$ cat src/rtl/pio_host_seq_if.sv
// Stream, config-ROM and pio-facing signal bundle for pio_host_seq.
// slave = sequencer side, master = SoC / ROM / pio side.
interface pio_host_seq_if #(
  parameter int CFG_AW = 6
);
  logic              start;
  logic [CFG_AW-1:0] cfg_len;
  logic [CFG_AW-1:0] cfg_addr;
  logic [42:0]       cfg_data;
  logic              busy;
  logic              running;
  logic              tx_valid;
  logic              tx_ready;
  logic [1:0]        tx_sm;
  logic [31:0]       tx_data;
  logic              rx_valid;
  logic              rx_ready;
  logic [1:0]        rx_sm;
  logic [31:0]       rx_data;
  logic [3:0]        action;
  logic [4:0]        index;
  logic [1:0]        mindex;
  logic [31:0]       din;
  logic [31:0]       dout;
  logic [3:0]        tx_full;
  logic [3:0]        rx_empty;

  modport slave (
    input  start, cfg_len, cfg_data,
    input  tx_valid, tx_sm, tx_data,
    input  rx_ready, dout, tx_full, rx_empty,
    output cfg_addr, busy, running, tx_ready,
    output rx_valid, rx_sm, rx_data,
    output action, index, mindex, din
  );

  modport master (
    output start, cfg_len, cfg_data,
    output tx_valid, tx_sm, tx_data,
    output rx_ready, dout, tx_full, rx_empty,
    input  cfg_addr, busy, running, tx_ready,
    input  rx_valid, rx_sm, rx_data,
    input  action, index, mindex, din
  );
endinterface

$ cat src/rtl/pio_host_seq.sv
// pio host sequencer: replays a config ROM into pio, then arbitrates
// TX pushes and round-robin RX pulls, one pio action per cycle.
module pio_host_seq #(
  parameter int NUM_SM = 4,
  parameter int CFG_AW = 6,
  parameter int RX_LAT = 1
) (
  input  logic          clk,
  input  logic          reset_n,
  pio_host_seq_if.slave bus
);

  localparam logic [3:0] A_NONE = 4'd0;
  localparam logic [3:0] A_PULL = 4'd3;
  localparam logic [3:0] A_PUSH = 4'd4;

  typedef enum logic [1:0] {
    S_IDLE,
    S_LOAD,
    S_RUN
  } state_t;

  state_t r_state;
  state_t w_next;
  logic   w_load_go;

  logic [CFG_AW-1:0] r_addr;
  logic [CFG_AW-1:0] r_len;
  logic              r_fetch;
  logic              r_dv;
  logic              r_last;
  logic              r_busy;

  logic [3:0]  r_action;
  logic [4:0]  r_index;
  logic [1:0]  r_mindex;
  logic [31:0] r_din;

  logic        r_rx_valid;
  logic [1:0]  r_rx_sm;
  logic [31:0] r_rx_data;
  logic [RX_LAT:0] r_pipe;
  logic [1:0]  r_pull_sm;
  logic [1:0]  r_rr;
  logic        r_tx_pri;

  logic       w_run;
  logic       w_tx_inrange;
  logic       w_tx_block;
  logic       w_tx_elig;
  logic       w_tx_drop;
  logic       w_rx_any;
  logic [1:0] w_rx_sm;
  logic [1:0] w_rr_nxt;
  logic       w_rx_elig;
  logic       w_grant_tx;
  logic       w_grant_rx;
  logic       w_cfg_issue;
  logic [3:0] w_cfg_act;

  always_ff @(posedge clk) begin
    if (!reset_n) r_state <= S_IDLE;
    else          r_state <= w_next;
  end

  always_comb begin
    w_next    = r_state;
    w_load_go = 1'b0;
    unique case (r_state)
      S_IDLE, S_RUN: begin
        if (bus.start) begin
          if (bus.cfg_len == '0) begin
            w_next = S_RUN;
          end else begin
            w_next    = S_LOAD;
            w_load_go = 1'b1;
          end
        end
      end
      S_LOAD: begin
        if (r_last) w_next = S_RUN;
      end
      default: w_next = S_IDLE;
    endcase
  end

  assign w_run = (r_state == S_RUN);

  // a PUSH currently on the bus has not yet reached pio's full flag
  assign w_tx_inrange = (int'(bus.tx_sm) < NUM_SM);
  assign w_tx_block   = (r_action == A_PUSH) &&
                        (r_mindex == bus.tx_sm);
  assign w_tx_elig    = w_run && bus.tx_valid &&
                        w_tx_inrange &&
                        !bus.tx_full[bus.tx_sm] &&
                        !w_tx_block;
  assign w_tx_drop    = w_run && bus.tx_valid &&
                        !w_tx_inrange;

  always_comb begin
    logic [2:0] sum;
    sum      = '0;
    w_rx_any = 1'b0;
    w_rx_sm  = r_rr;
    for (int i = NUM_SM - 1; i >= 0; i--) begin
      sum = {1'b0, r_rr} + 3'(i);
      if (sum >= 3'(NUM_SM)) sum = sum - 3'(NUM_SM);
      if (!bus.rx_empty[sum[1:0]]) begin
        w_rx_any = 1'b1;
        w_rx_sm  = sum[1:0];
      end
    end
  end

  always_comb begin
    logic [2:0] inc;
    inc      = {1'b0, w_rx_sm} + 3'd1;
    w_rr_nxt = inc[1:0];
    if (inc >= 3'(NUM_SM)) w_rr_nxt = 2'd0;
  end

  assign w_rx_elig  = w_run && !r_rx_valid &&
                      !(|r_pipe) && w_rx_any;
  assign w_grant_tx = w_tx_elig &&
                      (!w_rx_elig || r_tx_pri);
  assign w_grant_rx = w_rx_elig && !w_grant_tx;

  assign w_cfg_issue = (r_state == S_LOAD) && r_dv;

  always_comb begin
    w_cfg_act = bus.cfg_data[42:39];
    if (w_cfg_act == A_PUSH || w_cfg_act == A_PULL)
      w_cfg_act = A_NONE;
  end

  always_ff @(posedge clk) begin
    if (!reset_n) begin
      r_addr     <= '0;
      r_len      <= '0;
      r_fetch    <= 1'b0;
      r_dv       <= 1'b0;
      r_last     <= 1'b0;
      r_busy     <= 1'b0;
      r_action   <= A_NONE;
      r_index    <= '0;
      r_mindex   <= '0;
      r_din      <= '0;
      r_rx_valid <= 1'b0;
      r_rx_sm    <= '0;
      r_rx_data  <= '0;
      r_pipe     <= '0;
      r_pull_sm  <= '0;
      r_rr       <= '0;
      r_tx_pri   <= 1'b1;
    end else begin
      r_action <= A_NONE;
      r_busy   <= w_cfg_issue;
      r_pipe   <= {r_pipe[RX_LAT-1:0], w_grant_rx};

      if (r_pipe[RX_LAT]) begin
        r_rx_valid <= 1'b1;
        r_rx_data  <= bus.dout;
        r_rx_sm    <= r_pull_sm;
      end else if (r_rx_valid && bus.rx_ready) begin
        r_rx_valid <= 1'b0;
      end

      // ROM address leads the issued entry by its read latency
      if (w_load_go) begin
        r_addr  <= '0;
        r_len   <= bus.cfg_len;
        r_fetch <= 1'b1;
        r_dv    <= 1'b0;
        r_last  <= 1'b0;
      end else if (r_state == S_LOAD) begin
        r_dv   <= r_fetch;
        r_last <= r_dv && !r_fetch;
        if (r_fetch) begin
          if (r_addr == r_len - 1'b1) r_fetch <= 1'b0;
          else                        r_addr  <= r_addr + 1'b1;
        end
      end else begin
        r_dv   <= 1'b0;
        r_last <= 1'b0;
      end

      unique case (1'b1)
        w_cfg_issue: begin
          r_action <= w_cfg_act;
          r_mindex <= bus.cfg_data[38:37];
          r_index  <= bus.cfg_data[36:32];
          r_din    <= bus.cfg_data[31:0];
        end
        w_grant_tx: begin
          r_action <= A_PUSH;
          r_mindex <= bus.tx_sm;
          r_index  <= '0;
          r_din    <= bus.tx_data;
        end
        w_grant_rx: begin
          r_action  <= A_PULL;
          r_mindex  <= w_rx_sm;
          r_index   <= '0;
          r_din     <= '0;
          r_pull_sm <= w_rx_sm;
          r_rr      <= w_rr_nxt;
        end
        default: ;
      endcase

      if (!w_run || bus.start) r_tx_pri <= 1'b1;
      else if (w_grant_tx)     r_tx_pri <= 1'b0;
      else if (w_grant_rx)     r_tx_pri <= 1'b1;
    end
  end

  assign bus.cfg_addr = r_addr;
  assign bus.busy     = r_busy;
  assign bus.running  = w_run;
  assign bus.tx_ready = w_grant_tx || w_tx_drop;
  assign bus.rx_valid = r_rx_valid;
  assign bus.rx_sm    = r_rx_sm;
  assign bus.rx_data  = r_rx_data;
  assign bus.action   = r_action;
  assign bus.index    = r_index;
  assign bus.mindex   = r_mindex;
  assign bus.din      = r_din;

endmodule

$ cat src/flat_wrapper.sv
// flat-port wrapper written by rule: the top's interface ports become plain ports
module pio_host_seq_flat 
#(
  parameter int NUM_SM = 4,
  parameter int CFG_AW = 6,
  parameter int RX_LAT = 1
)
  (clk, reset_n, bus_start, bus_cfg_len, bus_cfg_data, bus_tx_valid, bus_tx_sm, bus_tx_data, bus_rx_ready, bus_dout, bus_tx_full, bus_rx_empty, bus_cfg_addr, bus_busy, bus_running, bus_tx_ready, bus_rx_valid, bus_rx_sm, bus_rx_data, bus_action, bus_index, bus_mindex, bus_din);
  pio_host_seq_if #(.CFG_AW(CFG_AW)) bus_i ();
  input  logic clk;
  input  logic reset_n;
  input wire logic [$bits(bus_i.start)-1:0] bus_start;
  input wire logic [$bits(bus_i.cfg_len)-1:0] bus_cfg_len;
  input wire logic [$bits(bus_i.cfg_data)-1:0] bus_cfg_data;
  input wire logic [$bits(bus_i.tx_valid)-1:0] bus_tx_valid;
  input wire logic [$bits(bus_i.tx_sm)-1:0] bus_tx_sm;
  input wire logic [$bits(bus_i.tx_data)-1:0] bus_tx_data;
  input wire logic [$bits(bus_i.rx_ready)-1:0] bus_rx_ready;
  input wire logic [$bits(bus_i.dout)-1:0] bus_dout;
  input wire logic [$bits(bus_i.tx_full)-1:0] bus_tx_full;
  input wire logic [$bits(bus_i.rx_empty)-1:0] bus_rx_empty;
  output wire logic [$bits(bus_i.cfg_addr)-1:0] bus_cfg_addr;
  output wire logic [$bits(bus_i.busy)-1:0] bus_busy;
  output wire logic [$bits(bus_i.running)-1:0] bus_running;
  output wire logic [$bits(bus_i.tx_ready)-1:0] bus_tx_ready;
  output wire logic [$bits(bus_i.rx_valid)-1:0] bus_rx_valid;
  output wire logic [$bits(bus_i.rx_sm)-1:0] bus_rx_sm;
  output wire logic [$bits(bus_i.rx_data)-1:0] bus_rx_data;
  output wire logic [$bits(bus_i.action)-1:0] bus_action;
  output wire logic [$bits(bus_i.index)-1:0] bus_index;
  output wire logic [$bits(bus_i.mindex)-1:0] bus_mindex;
  output wire logic [$bits(bus_i.din)-1:0] bus_din;
  assign bus_i.start = bus_start;
  assign bus_i.cfg_len = bus_cfg_len;
  assign bus_i.cfg_data = bus_cfg_data;
  assign bus_i.tx_valid = bus_tx_valid;
  assign bus_i.tx_sm = bus_tx_sm;
  assign bus_i.tx_data = bus_tx_data;
  assign bus_i.rx_ready = bus_rx_ready;
  assign bus_i.dout = bus_dout;
  assign bus_i.tx_full = bus_tx_full;
  assign bus_i.rx_empty = bus_rx_empty;
  assign bus_cfg_addr = bus_i.cfg_addr;
  assign bus_busy = bus_i.busy;
  assign bus_running = bus_i.running;
  assign bus_tx_ready = bus_i.tx_ready;
  assign bus_rx_valid = bus_i.rx_valid;
  assign bus_rx_sm = bus_i.rx_sm;
  assign bus_rx_data = bus_i.rx_data;
  assign bus_action = bus_i.action;
  assign bus_index = bus_i.index;
  assign bus_mindex = bus_i.mindex;
  assign bus_din = bus_i.din;
  pio_host_seq #(.NUM_SM(NUM_SM), .CFG_AW(CFG_AW), .RX_LAT(RX_LAT)) u_core (.clk(clk), .reset_n(reset_n), .bus(bus_i));
endmodule
$ cat config.mk
export PLATFORM = sky130hd
export DESIGN_NAME = pio_host_seq_flat
export DESIGN_NICKNAME = d
export VERILOG_FILES = /design/src/rtl/pio_host_seq_if.sv /design/src/rtl/pio_host_seq.sv /design/src/flat_wrapper.sv
export SDC_FILE = /design/constraint.sdc
export NUM_CORES = 1
export LEC_CHECK = 0
export CAP_MARGIN = 20
export CORE_AREA = 8 8 121 123
export DETAILED_ROUTE_END_ITERATION = 8
export DIE_AREA = 0 0 129 131
export PLACE_DENSITY_LB_ADDON = 0.08
export SLEW_MARGIN = 10
export SYNTH_ARGS = -nofsm -noshare
export SYNTH_HDL_FRONTEND = slang
export SYNTH_SLANG_ARGS = --single-unit
$ cat constraint.sdc
create_clock -name clk -period 2.1 [get_ports clk]
set_input_delay 0.21 -clock clk [delete_from_list [all_inputs] [get_ports clk]]
set_output_delay 0.21 -clock clk [all_outputs]
set_load 0.01 [all_outputs]
==> run_summary.xml, run 1 <==
<?xml version="1.0" encoding="UTF-8"?>
<metrics>
  <group name="global_route">
    <metric name="first_global_vias" unit="">4885</metric>
    <metric name="grt_pass1_wl" unit="µm">24800</metric>
    <metric name="grt_use_total" unit="%">18.5</metric>
    <metric name="grt_antenna_before_repair" unit="">0</metric>
    <metric name="grt_start_max_net_pins" unit="">46</metric>
    <metric name="global_route.overflow_total" unit="">0</metric>
  </group>
  <group name="route">
    <metric name="via_count" unit="">4705</metric>
    <metric name="detail_route.wl_per_cell" unit="µm">17.0</metric>
    <metric name="route.antenna.remaining_nets" unit="">0</metric>
    <metric name="drt_iter0_markers" unit="">174</metric>
    <metric name="drt_pre_antenna_iters" unit="">4</metric>
    <metric name="drc_errors" unit="">0</metric>
    <metric name="drt-total-wl" unit="µm">15800</metric>
    <metric name="route.detailed.vias_per_inst" unit="">5.06</metric>
  </group>
  <group name="cts">
    <metric name="cts_hold_bufs" unit="">0</metric>
    <metric name="cts.sink_count" unit="">103</metric>
    <metric name="clock-root-buffer" unit="">clkbuf_16</metric>
    <metric name="cts_tree" unit="">done</metric>
    <metric name="cts_buffers" unit="">9</metric>
    <metric name="worstSkewPairLatency" unit="ns">0.35</metric>
    <metric name="cts_max_path_buffers" unit="">2</metric>
    <metric name="total_number_of_h_tree_levels" unit="">3</metric>
    <metric name="path_clk_slew" unit="ns">0.07</metric>
  </group>
  <group name="timing">
    <metric name="final.hold.worst_slack" unit="ns">0.240</metric>
    <metric name="timing.setup.tns" unit="ns">-0.0756</metric>
    <metric name="rsz0062_at_grt" unit="">yes</metric>
    <metric name="clock.fmax" unit="MHz">466</metric>
    <metric name="layout_worst_path_cycle_share" unit="%">102</metric>
    <metric name="clock-skew-final" unit="ns">0.00833</metric>
    <metric name="slew_worst_pin" unit="ns">0.580</metric>
    <metric name="slew-limit-headroom" unit="%">61.4</metric>
    <metric name="final-setup-viol-count" unit="">6</metric>
    <metric name="final_period_minus_worst_setup_slack" unit="ns">2.15</metric>
    <metric name="report.final.slew_viol_count" unit="">0</metric>
    <metric name="timing_hold_violations_final" unit="">0</metric>
    <metric name="setup_slack" unit="ns">-0.0450</metric>
  </group>
  <group name="status">
    <metric name="run_status" unit="">complete, but fails checks</metric>
    <metric name="violations_in_the_final_reports" unit="">setup timing</metric>
  </group>
  <group name="final_layout">
    <metric name="fill_cells" unit="">1166</metric>
    <metric name="antenna_cells_inserted" unit="">0</metric>
    <metric name="area.growth.synth_to_final" unit="%">66.8</metric>
    <metric name="layout_common_cells" unit="">clkdlybuf4s50_1, dfxtp_1, nor2_1, mux2i_1, buf_4</metric>
    <metric name="final_layout_size_suffix_gt1_share" unit="%">14.9</metric>
    <metric name="mostFrequentLayoutCell" unit="">clkdlybuf4s50_1</metric>
    <metric name="num-nets-final" unit="">878</metric>
  </group>
  <group name="place">
    <metric name="port_buffers" unit="">214</metric>
    <metric name="gp_weighted_congestion" unit="">0.790</metric>
    <metric name="dp_hpwl" unit="µm">11800</metric>
  </group>
  <group name="worst_hold_path">
    <metric name="holdCritStartpoint" unit="">reset_n</metric>
    <metric name="holdPathStages" unit="">3</metric>
    <metric name="worst_hold_path_type" unit="">input pin to register</metric>
  </group>
  <group name="critical_path">
    <metric name="reg2reg_depth" unit="">8</metric>
    <metric name="reg2reg_launch_point" unit="">u_core.bus.action[0]$_SDFF_PN0_</metric>
    <metric name="arrival" unit="ns">1.94</metric>
    <metric name="crit_path_start" unit="">u_core.bus.action[0]$_SDFF_PN0_</metric>
    <metric name="critical_path.max_stage_delay" unit="ns">0.58</metric>
    <metric name="timing.critical_path.depth" unit="">6</metric>
    <metric name="cp_data_required_time" unit="ns">1.89</metric>
    <metric name="path_class" unit="">register to output pin</metric>
    <metric name="critical_path_top_delay_cell" unit="">or4b_4</metric>
    <metric name="critical-path-top-delay-family" unit="">simple AND/OR/NAND/NOR gates</metric>
    <metric name="crit_path_max_fanout" unit="">3</metric>
    <metric name="crit_chain" unit="">or4b_4 -&gt; o311ai_4 -&gt; a21oi_4 -&gt; o21ai_4 -&gt; inv_2 -&gt; buf_2</metric>
    <metric name="critical_path_buf_inv_count" unit="">2</metric>
    <metric name="startpoint_type" unit="">register</metric>
    <metric name="timing.critical_path.to_type" unit="">output pin</metric>
  </group>
  <group name="floorplan">
    <metric name="ioPinCount" unit="">215</metric>
    <metric name="floorplan.die_area" unit="µm²">16900</metric>
    <metric name="floorplan.rows" unit="">42</metric>
    <metric name="die_span_in_x" unit="µm">129</metric>
    <metric name="initial_core_util" unit="%">35.8</metric>
    <metric name="core" unit="µm²">12900</metric>
    <metric name="die_ht" unit="µm">131</metric>
  </group>
  <group name="yosys">
    <metric name="synthesis.area" unit="µm²">4600</metric>
    <metric name="avgSynthCellArea" unit="µm²">8.96</metric>
    <metric name="yosysWarnings" unit="">0</metric>
    <metric name="netlist_instances" unit="">514</metric>
    <metric name="synthesized_flop_and_latch_total" unit="">103</metric>
    <metric name="cells_taking_the_most_area_after_synthesis" unit="">dfxtp_1, mux2i_1, o22a_1, and3_1, nor2_1</metric>
    <metric name="synthesis.nets" unit="">644</metric>
    <metric name="yosys.cell_types.count" unit="">52</metric>
    <metric name="yosys.area.top_type_share" unit="%">44.8</metric>
    <metric name="yosysTopAreaCell" unit="">dfxtp_1</metric>
    <metric name="edff_count_synth" unit="">0</metric>
    <metric name="share_of_synthesized_area_occupied_by_flip_flops_and_latches" unit="%">44.8</metric>
    <metric name="synth-async-reset-ratio" unit="%">0</metric>
    <metric name="synth_flop_cell" unit="">dfxtp_1</metric>
  </group>
  <group name="run">
    <metric name="max_cap_violations" unit="">0</metric>
  </group>
  <group name="power_and_ir_drop">
    <metric name="cellPowerDensity" unit="nW/µm²">542</metric>
    <metric name="ir_worst_vdd" unit="mV">0.323</metric>
    <metric name="cellLeakagePower" unit="nW">3.07</metric>
  </group>
</metrics>
-- synthesized netlist by cell type, types with 2 or more instances --
cell type / instances
a21o_1: 2
a21oi_1: 21
a31oi_1: 2
and2_1: 3
and3_1: 35
buf_1: 6
buf_2: 3
buf_6: 4
clkbuf_1: 25
dfxtp_1: 103
ha_1: 2
inv_1: 8
mux2i_1: 48
nand2_1: 33
nand2b_1: 3
nand3_1: 7
nand3b_1: 2
nand4_1: 4
nor2_1: 52
nor2b_1: 5
nor3_1: 35
nor4_1: 2
o21ai_0: 36
o22a_1: 32
o311ai_1: 2
or3_1: 7
or4_1: 2
xnor2_1: 5
xor2_1: 2
-- stage by stage --
step | cell area (µm²) | std cells | total power, mW | utilization, % | setup WS [ns]
6_report | 7680 | 929 | 4.16 | 59.6 | -0.0450
5_1_grt | 7680 | 929 | 4.32 | 59.6 | -0.123
4_1_cts | 7610 | 928 | 4.20 | 59.1 | -0.0439
3_5_place_dp | 7290 | 912 | 2.59 | 56.6 | -0.340
3_3_place_gp | 7290 | 912 | 2.57 | 56.6 | -0.240
2_1_floorplan | 4730 | 514 | 2.23 | - | -0.0960
-- registers in the layout, indices dropped and copies added, names as in the netlist, 2 cells and up --
signal	count
u_core.r_len	6
u_core.bus.cfg_addr	6
u_core.bus.index	5
u_core.r_rr	2
u_core.bus.mindex	2
u_core.bus.din	32
u_core.r_pipe	2
u_core.r_pull_sm	2
u_core.bus.rx_sm	2
u_core.bus.rx_data	32
u_core.bus.action	4
u_core.r_state	2
-- routing by layer --
layer | up-vias | global-route usage [%] | wire, µm
met5 | - | 0 | 0
met4 | 0 | 7.05 | 299
met3 | 19 | 7.75 | 1600
met2 | 151 | 29.6 | 7280
met1 | 2216 | 21.7 | 6630
li1 | 2319 | - | -
-- layout make-up --
type	instances	area, µm²	area share [%]
clock buffers	9	225	2.93
clock inverters	7	53.8	0.701
inverters	9	33.8	0.440
multi-input cells	364	2560	33.3
flip-flops and latches	103	2060	26.9
well taps	176	220	2.87
repair buffers	261	2520	32.8
-- tightest hold or removal path, cell delays in order --
cell and delay [ns]:
buf_2 0.11, inv_2 0.12, nor2_1 0.12
-- worst paths after layout --
check	end	slack [ns]
max	bus_tx_ready	-0.05
min	u_core.r_pipe[0]$_SDFF_PN0_	0.24
max reg2reg	u_core.bus.din[19]$_SDFFE_PN0P_	-0.01
min reg2reg	u_core.bus.index[0]$_SDFFE_PN0P_	0.46
-- cells by family (layout without fill, tap and decap cells) --
group | after synthesis | in the layout | synth area share, %
buffers and inverters | 47 | 286 | 4.56
AOI/OAI and AO/OA | 113 | 113 | 17.3
adders and majority gates | 2 | 2 | 0.543
xor gates and xnor gates | 7 | 7 | 1.33
DFF | 103 | 103 | 44.8
muxes | 48 | 48 | 10.4
and+or+nand+nor | 194 | 194 | 21.1
-- power by group --
group | total (mW) | leakage [nW] | switching (mW) | internal (mW)
logic | 0.563 | 2.11 | 0.213 | 0.350
registers | 1.99 | 0.832 | 0.0163 | 1.98
clock network | 1.61 | 0.129 | 0.790 | 0.815
-- repair_timing --
item / CTS / global route
endpoints found under the setup margin: 39 / 42
setup buffers: 0 / 1
pin swaps: 4 / 0
resized for setup: 11 / 12
No activity file was read; power rests on OpenSTA's default activity.
==> run 2, diff against run 1 <==
CORE_AREA = 2 2 115 117   (was 8 8 121 123)
DIE_AREA = 0 0 117 119   (was 0 0 129 131)
SLEW_MARGIN = 0   (was 10)
==> run 2 against run 1 <==
Net effect:
- sequential share of layout area is 0.39 points lower
- highest routed layer unchanged
- via count is 0.19% lower
- first-iteration DRC count is 18% higher
- power is 5.5% higher
- clock power is 14% higher
- global-route usage is 1.7 points higher
- die area is 18% lower
- largest cell class unchanged
- the flow still finishes with violations (setup timing)
- largest power group unchanged
- flip-flop and latch count stayed put
- setup slack worse by 0.022 ns
- clock-buffer cell count is 2 higher
- cell count is 0.32% lower
- combinational power is 0.7% higher
==> run_summary.xml, run 2 (synthesized netlist as in run 1, its figures left out) <==
<?xml version="1.0" encoding="UTF-8"?>
<metrics>
  <group name="status">
    <metric name="violations_in_the_final_reports" unit="">setup timing</metric>
    <metric name="run_status" unit="">complete, but fails checks</metric>
  </group>
  <group name="timing">
    <metric name="setup_slack" unit="ns">-0.0668</metric>
    <metric name="timing.setup.tns" unit="ns">-0.677</metric>
    <metric name="clock-skew-final" unit="ns">0.00620</metric>
    <metric name="clock.fmax" unit="MHz">462</metric>
    <metric name="final-setup-viol-count" unit="">40</metric>
    <metric name="rsz0062_at_grt" unit="">yes</metric>
    <metric name="report.final.slew_viol_count" unit="">0</metric>
    <metric name="layout_worst_path_cycle_share" unit="%">103</metric>
    <metric name="timing_hold_violations_final" unit="">0</metric>
    <metric name="slew_worst_pin" unit="ns">0.567</metric>
    <metric name="slew-limit-headroom" unit="%">62.2</metric>
    <metric name="final_period_minus_worst_setup_slack" unit="ns">2.17</metric>
  </group>
  <group name="critical_path">
    <metric name="path_class" unit="">register to output pin</metric>
    <metric name="crit_path_start" unit="">u_core.bus.action[0]$_SDFF_PN0_</metric>
    <metric name="crit_chain" unit="">or4b_4 -&gt; o311ai_4 -&gt; a21oi_2 -&gt; o21ai_4 -&gt; inv_2 -&gt; buf_6</metric>
    <metric name="reg2reg_depth" unit="">7</metric>
    <metric name="critical-path-top-delay-family" unit="">simple AND/OR/NAND/NOR gates</metric>
    <metric name="reg2reg_slack" unit="ns">-0.05</metric>
    <metric name="timing.critical_path.depth" unit="">6</metric>
    <metric name="startpoint_type" unit="">register</metric>
    <metric name="cp_data_required_time" unit="ns">1.89</metric>
    <metric name="crit_path_max_fanout" unit="">2</metric>
    <metric name="arrival" unit="ns">1.96</metric>
    <metric name="reg2reg_launch_point" unit="">u_core.bus.action[0]$_SDFF_PN0_</metric>
    <metric name="critical_path_top_delay_cell" unit="">or4b_4</metric>
    <metric name="crit_path_end" unit="">bus_tx_ready</metric>
    <metric name="rr_endpoint" unit="">u_core.bus.mindex[0]$_SDFFE_PN0P_</metric>
    <metric name="critical_path.max_stage_delay" unit="ns">0.58</metric>
    <metric name="critical_path_buf_inv_count" unit="">2</metric>
    <metric name="timing.critical_path.to_type" unit="">output pin</metric>
  </group>
  <group name="global_route">
    <metric name="grt_pass1_wl" unit="µm">22500</metric>
    <metric name="first_global_vias" unit="">4546</metric>
    <metric name="grt_start_max_net_pins" unit="">77</metric>
    <metric name="global_route.overflow_total" unit="">0</metric>
    <metric name="grt_use_total" unit="%">20.2</metric>
    <metric name="grt_antenna_before_repair" unit="">0</metric>
  </group>
  <group name="floorplan">
    <metric name="floorplan.rows" unit="">42</metric>
    <metric name="core" unit="µm²">12900</metric>
    <metric name="floorplan.die_area" unit="µm²">13900</metric>
    <metric name="ioPinCount" unit="">215</metric>
    <metric name="die_ht" unit="µm">119</metric>
    <metric name="initial_core_util" unit="%">35.8</metric>
    <metric name="die_span_in_x" unit="µm">117</metric>
  </group>
  <group name="worst_hold_path">
    <metric name="worst_hold_path_type" unit="">input pin to register</metric>
  </group>
  <group name="final_layout">
    <metric name="mostFrequentLayoutCell" unit="">clkdlybuf4s50_1</metric>
    <metric name="multiInputGateArea" unit="µm²">2630</metric>
    <metric name="postLayoutCoreUtil" unit="%">60.6</metric>
    <metric name="final_layout_size_suffix_gt1_share" unit="%">16.3</metric>
    <metric name="fill_cells" unit="">1139</metric>
    <metric name="stdcell_count" unit="">926</metric>
    <metric name="layout_common_cells" unit="">clkdlybuf4s50_1, dfxtp_1, nor2_1, mux2i_1</metric>
    <metric name="antenna_cells_inserted" unit="">0</metric>
    <metric name="num-nets-final" unit="">875</metric>
    <metric name="area.growth.synth_to_final" unit="%">69.4</metric>
    <metric name="seq_area" unit="µm²">2070</metric>
  </group>
  <group name="cts">
    <metric name="cts.sink_count" unit="">103</metric>
    <metric name="path_clk_slew" unit="ns">0.07</metric>
    <metric name="cts_max_path_buffers" unit="">2</metric>
    <metric name="cts_buffers" unit="">9</metric>
    <metric name="cts_tree" unit="">done</metric>
    <metric name="total_number_of_h_tree_levels" unit="">3</metric>
    <metric name="cts_hold_bufs" unit="">0</metric>
    <metric name="clock-root-buffer" unit="">clkbuf_16</metric>
    <metric name="worstSkewPairLatency" unit="ns">0.34</metric>
  </group>
  <group name="power_and_ir_drop">
    <metric name="cellLeakagePower" unit="nW">3.13</metric>
    <metric name="total_power" unit="mW">4.39</metric>
    <metric name="ir_worst_vdd" unit="mV">0.380</metric>
    <metric name="cellPowerDensity" unit="nW/µm²">563</metric>
  </group>
  <group name="route">
    <metric name="detail_route.wl_per_cell" unit="µm">15.8</metric>
    <metric name="via_count" unit="">4696</metric>
    <metric name="met1_length" unit="µm">6460</metric>
    <metric name="route.antenna.remaining_nets" unit="">0</metric>
    <metric name="met3_length" unit="µm">1050</metric>
    <metric name="drt-total-wl" unit="µm">14600</metric>
    <metric name="met2WireLength" unit="µm">6900</metric>
    <metric name="drt_pre_antenna_iters" unit="">4</metric>
    <metric name="drt_iter0_markers" unit="">205</metric>
    <metric name="drc_errors" unit="">0</metric>
    <metric name="dr.max_layer_used" unit="">met4</metric>
    <metric name="route.detailed.vias_per_inst" unit="">5.07</metric>
  </group>
  <group name="place">
    <metric name="gp_weighted_congestion" unit="">0.809</metric>
    <metric name="port_buffers" unit="">214</metric>
    <metric name="dp_hpwl" unit="µm">10300</metric>
    <metric name="post-place-cells" unit="">907</metric>
  </group>
  <group name="run">
    <metric name="max_cap_violations" unit="">0</metric>
  </group>
</metrics>
run 2: cell types whose count changed in the layout (fill, tap and decap cells not counted), sizes merged:
cell	previous run	this run
buf	49	46
bufinv	0	2
clkinv	1	2
clkinvlp	3	1
clkbuf	9	11
inv	12	9
run 2: what timing repair did:
item,CTS,global route
buffers inserted,2,2
endpoints found under the setup margin,49,49
pin swaps,8,3
gates resized for setup,20,27
gates cloned,0,0
run 2: area by class of cell:
| class | instances | share of cell area [%] |
|---|---|---|
| Timing Repair Buffer | 258 | 32.4 |
| Inverter | 9 | 0.433 |
| Clock inverter | 5 | 1.04 |
| Clock buffer | 11 | 3.11 |
| Sequential cell | 103 | 26.5 |
| Tap cell | 176 | 2.82 |
| Multi-Input combinational cell | 364 | 33.7 |
run 2: power breakdown:
group / internal (mW) / switching [mW] / total (mW)
logic: 0.348 / 0.219 / 0.567
registers: 1.98 / 0.0165 / 1.99
clock network: 1.08 / 0.750 / 1.83
total: 3.40 / 0.985 / 4.39
run 2: how the worst min path moves through the flow:
stage               cells after the start                               end                        startpoint  slack, ns
detailed placement                      2  u_core.bus.index[0]$_SDFFE_PN0P_  u_core.bus.index[0]$_SDFFE_PN0P_       0.45
CTS                                     4  u_core.r_pull_sm[1]$_SDFFE_PN0P_                           reset_n       0.38
finish                                  3      u_core.r_len[0]$_SDFFE_PN0P_                           reset_n       0.40
global placement                        2  u_core.bus.index[2]$_SDFFE_PN0P_  u_core.bus.index[2]$_SDFFE_PN0P_       0.45
floorplan                               2      u_core.r_tx_pri$_SDFFE_PP1N_                         bus_start       0.34
global route                            4  u_core.r_pull_sm[1]$_SDFFE_PN0P_                           reset_n       0.42
run 2: layer usage:
layer | vias to the layer above | global-route usage (%)
met5 | - | 0
li1 | 2319 | -
met4 | 0 | 7.28
met1 | 2229 | 26.0
met2 | 134 | 32.6
met3 | 14 | 5.14
run 2: metrics by stage:
step                      worst slack [ns]  area [µm²]  hold WS (ns)
after floorplan                    -0.0960        4730         0.337
after global placement              -0.237        7260         0.446
after detailed placement            -0.306        7260         0.448
after CTS                           -0.100        7660         0.380
after global routing                -0.141        7800         0.423
final                              -0.0668        7800         0.399
run 2: tightest hold or removal path, cell delays in order:
cell and delay (ns):
buf_2 0.12, inv_2 0.21, nor2_1 0.15
==> run 3, diff against run 2 <==
RECOVER_POWER = 100   (was not set)
==> run 3 against run 2 <==
Net effect:
- the flow still finishes with violations (setup timing)
- highest routed layer unchanged
- combinational power is 1% lower
- largest cell class unchanged
- via count up 0.30%
- non-clock buffer count stayed put
==> run_summary.xml, run 3 (synthesized netlist as in run 1, its figures left out) <==
<?xml version="1.0" encoding="UTF-8"?>
<metrics>
  <group name="status">
    <metric name="run_status" unit="">complete, but fails checks</metric>
    <metric name="violations_in_the_final_reports" unit="">setup timing</metric>
  </group>
  <group name="place">
    <metric name="dpl_worst_slack" unit="ns">-0.306</metric>
    <metric name="port_buffers" unit="">214</metric>
    <metric name="gp_weighted_congestion" unit="">0.809</metric>
    <metric name="dp_hpwl" unit="µm">10300</metric>
    <metric name="postPlaceCellArea" unit="µm²">7260</metric>
  </group>
  <group name="worst_hold_path">
    <metric name="worst_hold_path_type" unit="">input pin to register</metric>
    <metric name="holdPathEnd" unit="">u_core.r_len[0]$_SDFFE_PN0P_</metric>
    <metric name="holdPathStages" unit="">3</metric>
    <metric name="holdCritStartpoint" unit="">reset_n</metric>
  </group>
  <group name="timing">
    <metric name="layout_worst_path_cycle_share" unit="%">103</metric>
    <metric name="slew_worst_pin" unit="ns">1.10</metric>
    <metric name="timing.setup.tns" unit="ns">-0.677</metric>
    <metric name="timing_hold_violations_final" unit="">0</metric>
    <metric name="slew-limit-headroom" unit="%">26.5</metric>
    <metric name="clock.fmax" unit="MHz">462</metric>
    <metric name="clock-skew-final" unit="ns">0.00685</metric>
    <metric name="rsz0062_at_grt" unit="">yes</metric>
    <metric name="final_period_minus_worst_setup_slack" unit="ns">2.17</metric>
    <metric name="report.final.slew_viol_count" unit="">0</metric>
    <metric name="final-setup-viol-count" unit="">40</metric>
    <metric name="setup_slack" unit="ns">-0.0651</metric>
  </group>
  <group name="global_route">
    <metric name="grt_start_max_net_pins" unit="">77</metric>
    <metric name="grt_use_total" unit="%">20.2</metric>
    <metric name="grt_antenna_before_repair" unit="">0</metric>
    <metric name="first_global_vias" unit="">4546</metric>
    <metric name="global_route.overflow_total" unit="">0</metric>
    <metric name="grt_pass1_wl" unit="µm">22500</metric>
  </group>
  <group name="route">
    <metric name="drt_pre_antenna_iters" unit="">4</metric>
    <metric name="route.antenna.remaining_nets" unit="">0</metric>
    <metric name="via_count" unit="">4710</metric>
    <metric name="drt-total-wl" unit="µm">14600</metric>
    <metric name="drt_iter0_markers" unit="">216</metric>
    <metric name="drc_errors" unit="">0</metric>
    <metric name="detail_route.wl_per_cell" unit="µm">15.8</metric>
    <metric name="route.detailed.vias_per_inst" unit="">5.09</metric>
  </group>
  <group name="floorplan">
    <metric name="core" unit="µm²">12900</metric>
    <metric name="ioPinCount" unit="">215</metric>
    <metric name="die_span_in_x" unit="µm">117</metric>
    <metric name="die_ht" unit="µm">119</metric>
    <metric name="initial_core_util" unit="%">35.8</metric>
    <metric name="floorplan.rows" unit="">42</metric>
    <metric name="floorplan.die_area" unit="µm²">13900</metric>
  </group>
  <group name="power_and_ir_drop">
    <metric name="power.share.switching" unit="%">22.5</metric>
    <metric name="clock_power_share" unit="%">41.7</metric>
    <metric name="cellPowerDensity" unit="nW/µm²">563</metric>
    <metric name="total_power" unit="mW">4.38</metric>
    <metric name="ir_worst_vdd" unit="mV">0.380</metric>
    <metric name="intPower" unit="mW">3.40</metric>
    <metric name="pwr-share-seq" unit="%">45.5</metric>
    <metric name="p_comb_share" unit="%">12.8</metric>
    <metric name="cellLeakagePower" unit="nW">3.42</metric>
    <metric name="power.net_switching" unit="mW">0.985</metric>
  </group>
  <group name="final_layout">
    <metric name="num-nets-final" unit="">875</metric>
    <metric name="antenna_cells_inserted" unit="">0</metric>
    <metric name="layout_common_cells" unit="">clkdlybuf4s50_1, dfxtp_1, dlygate4sd3_1, nor2_1, mux2i_1</metric>
    <metric name="area.growth.synth_to_final" unit="%">69.1</metric>
    <metric name="final_layout_size_suffix_gt1_share" unit="%">16.0</metric>
    <metric name="postLayoutCoreUtil" unit="%">60.5</metric>
    <metric name="postLayoutCellArea" unit="µm²">7790</metric>
    <metric name="mostFrequentLayoutCell" unit="">clkdlybuf4s50_1</metric>
  </group>
  <group name="run">
    <metric name="max_cap_violations" unit="">0</metric>
  </group>
  <group name="critical_path">
    <metric name="startpoint_type" unit="">register</metric>
    <metric name="arrival" unit="ns">1.96</metric>
    <metric name="crit_path_max_fanout" unit="">2</metric>
    <metric name="rr_endpoint" unit="">u_core.bus.mindex[0]$_SDFFE_PN0P_</metric>
    <metric name="reg2reg_launch_point" unit="">u_core.bus.action[0]$_SDFF_PN0_</metric>
    <metric name="path_class" unit="">register to output pin</metric>
    <metric name="timing.critical_path.to_type" unit="">output pin</metric>
    <metric name="cp_data_required_time" unit="ns">1.89</metric>
    <metric name="reg2reg_depth" unit="">7</metric>
    <metric name="reg2reg_slack" unit="ns">-0.05</metric>
  </group>
  <group name="cts">
    <metric name="cts_hold_bufs" unit="">0</metric>
    <metric name="path_clk_slew" unit="ns">0.07</metric>
    <metric name="cts_max_path_buffers" unit="">2</metric>
    <metric name="total_number_of_h_tree_levels" unit="">3</metric>
    <metric name="cts_tree" unit="">done</metric>
    <metric name="worstSkewPairLatency" unit="ns">0.34</metric>
    <metric name="cts_buffers" unit="">9</metric>
    <metric name="cts.sink_count" unit="">103</metric>
    <metric name="clock-root-buffer" unit="">clkbuf_16</metric>
  </group>
</metrics>
run 3: routing by layer:
| metal | vias up | part of all wire [%] | global-route usage [%] |
|---|---|---|---|
| li1 | 2322 | - | - |
| met1 | 2230 | 44 | 26.0 |
| met2 | 144 | 47 | 32.6 |
| met3 | 14 | 7.6 | 5.14 |
| met4 | 0 | 1.7 | 7.28 |
| met5 | - | 0 | 0 |
run 3: metrics by stage:
stage          cells  hold WS, ns
4_1_cts          925        0.380
2_1_floorplan    514        0.337
6_report         926        0.399
3_3_place_gp     907        0.446
3_5_place_dp     907        0.448
5_1_grt          926        0.423
run 3: cell type report:
cell class,count,area [µm²]
Clock buffer,11,243
Clock inverter,5,81.3
Fill cell,1141,5090
Inverter,9,33.8
Multi-Input combinational cell,364,2630
Sequential cell,103,2060
Tap cell,176,220
Timing Repair Buffer,258,2520
run 3: critical path, stage by stage, from the launching register on:
cell	delay, ns
dfxtp_2	0.32
or4b_4	0.58
o311ai_4	0.31
a21oi_2	0.12
o21ai_4	0.08
inv_2	0.07
buf_6	0.13
run 3: worst max path at each step:
stage / from / end / slack, ns / cells after the start
3_3_place_gp: bus_tx_sm[0] / bus_tx_ready / -0.24 / 7
2_1_floorplan: u_core.r_pipe[1]$_SDFF_PN0_ / u_core.bus.din[11]$_SDFFE_PN0P_ / -0.1 / 9
3_5_place_dp: bus_tx_sm[0] / bus_tx_ready / -0.31 / 7
6_report: u_core.bus.action[0]$_SDFF_PN0_ / bus_tx_ready / -0.07 / 6
5_1_grt: u_core.bus.action[0]$_SDFF_PN0_ / bus_tx_ready / -0.14 / 6
4_1_cts: u_core.bus.action[0]$_SDFF_PN0_ / bus_tx_ready / -0.10 / 6
run 3: timing repair:
item,CTS,global route
setup buffers,2,2
hold endpoints to repair,0,0
gates resized for setup,20,27
endpoints found under the setup margin,49,49
pin swaps,8,3
run 3: power groups by stage:
stage	Sequential, mW	Clock [mW]	Combinational [mW]
detailed placement	2.04	0	0.539
floorplan	2.04	0	0.183
global placement	2.04	0	0.533
CTS	1.99	1.89	0.551
finish	1.99	1.83	0.560
global route	2.00	1.97	0.601
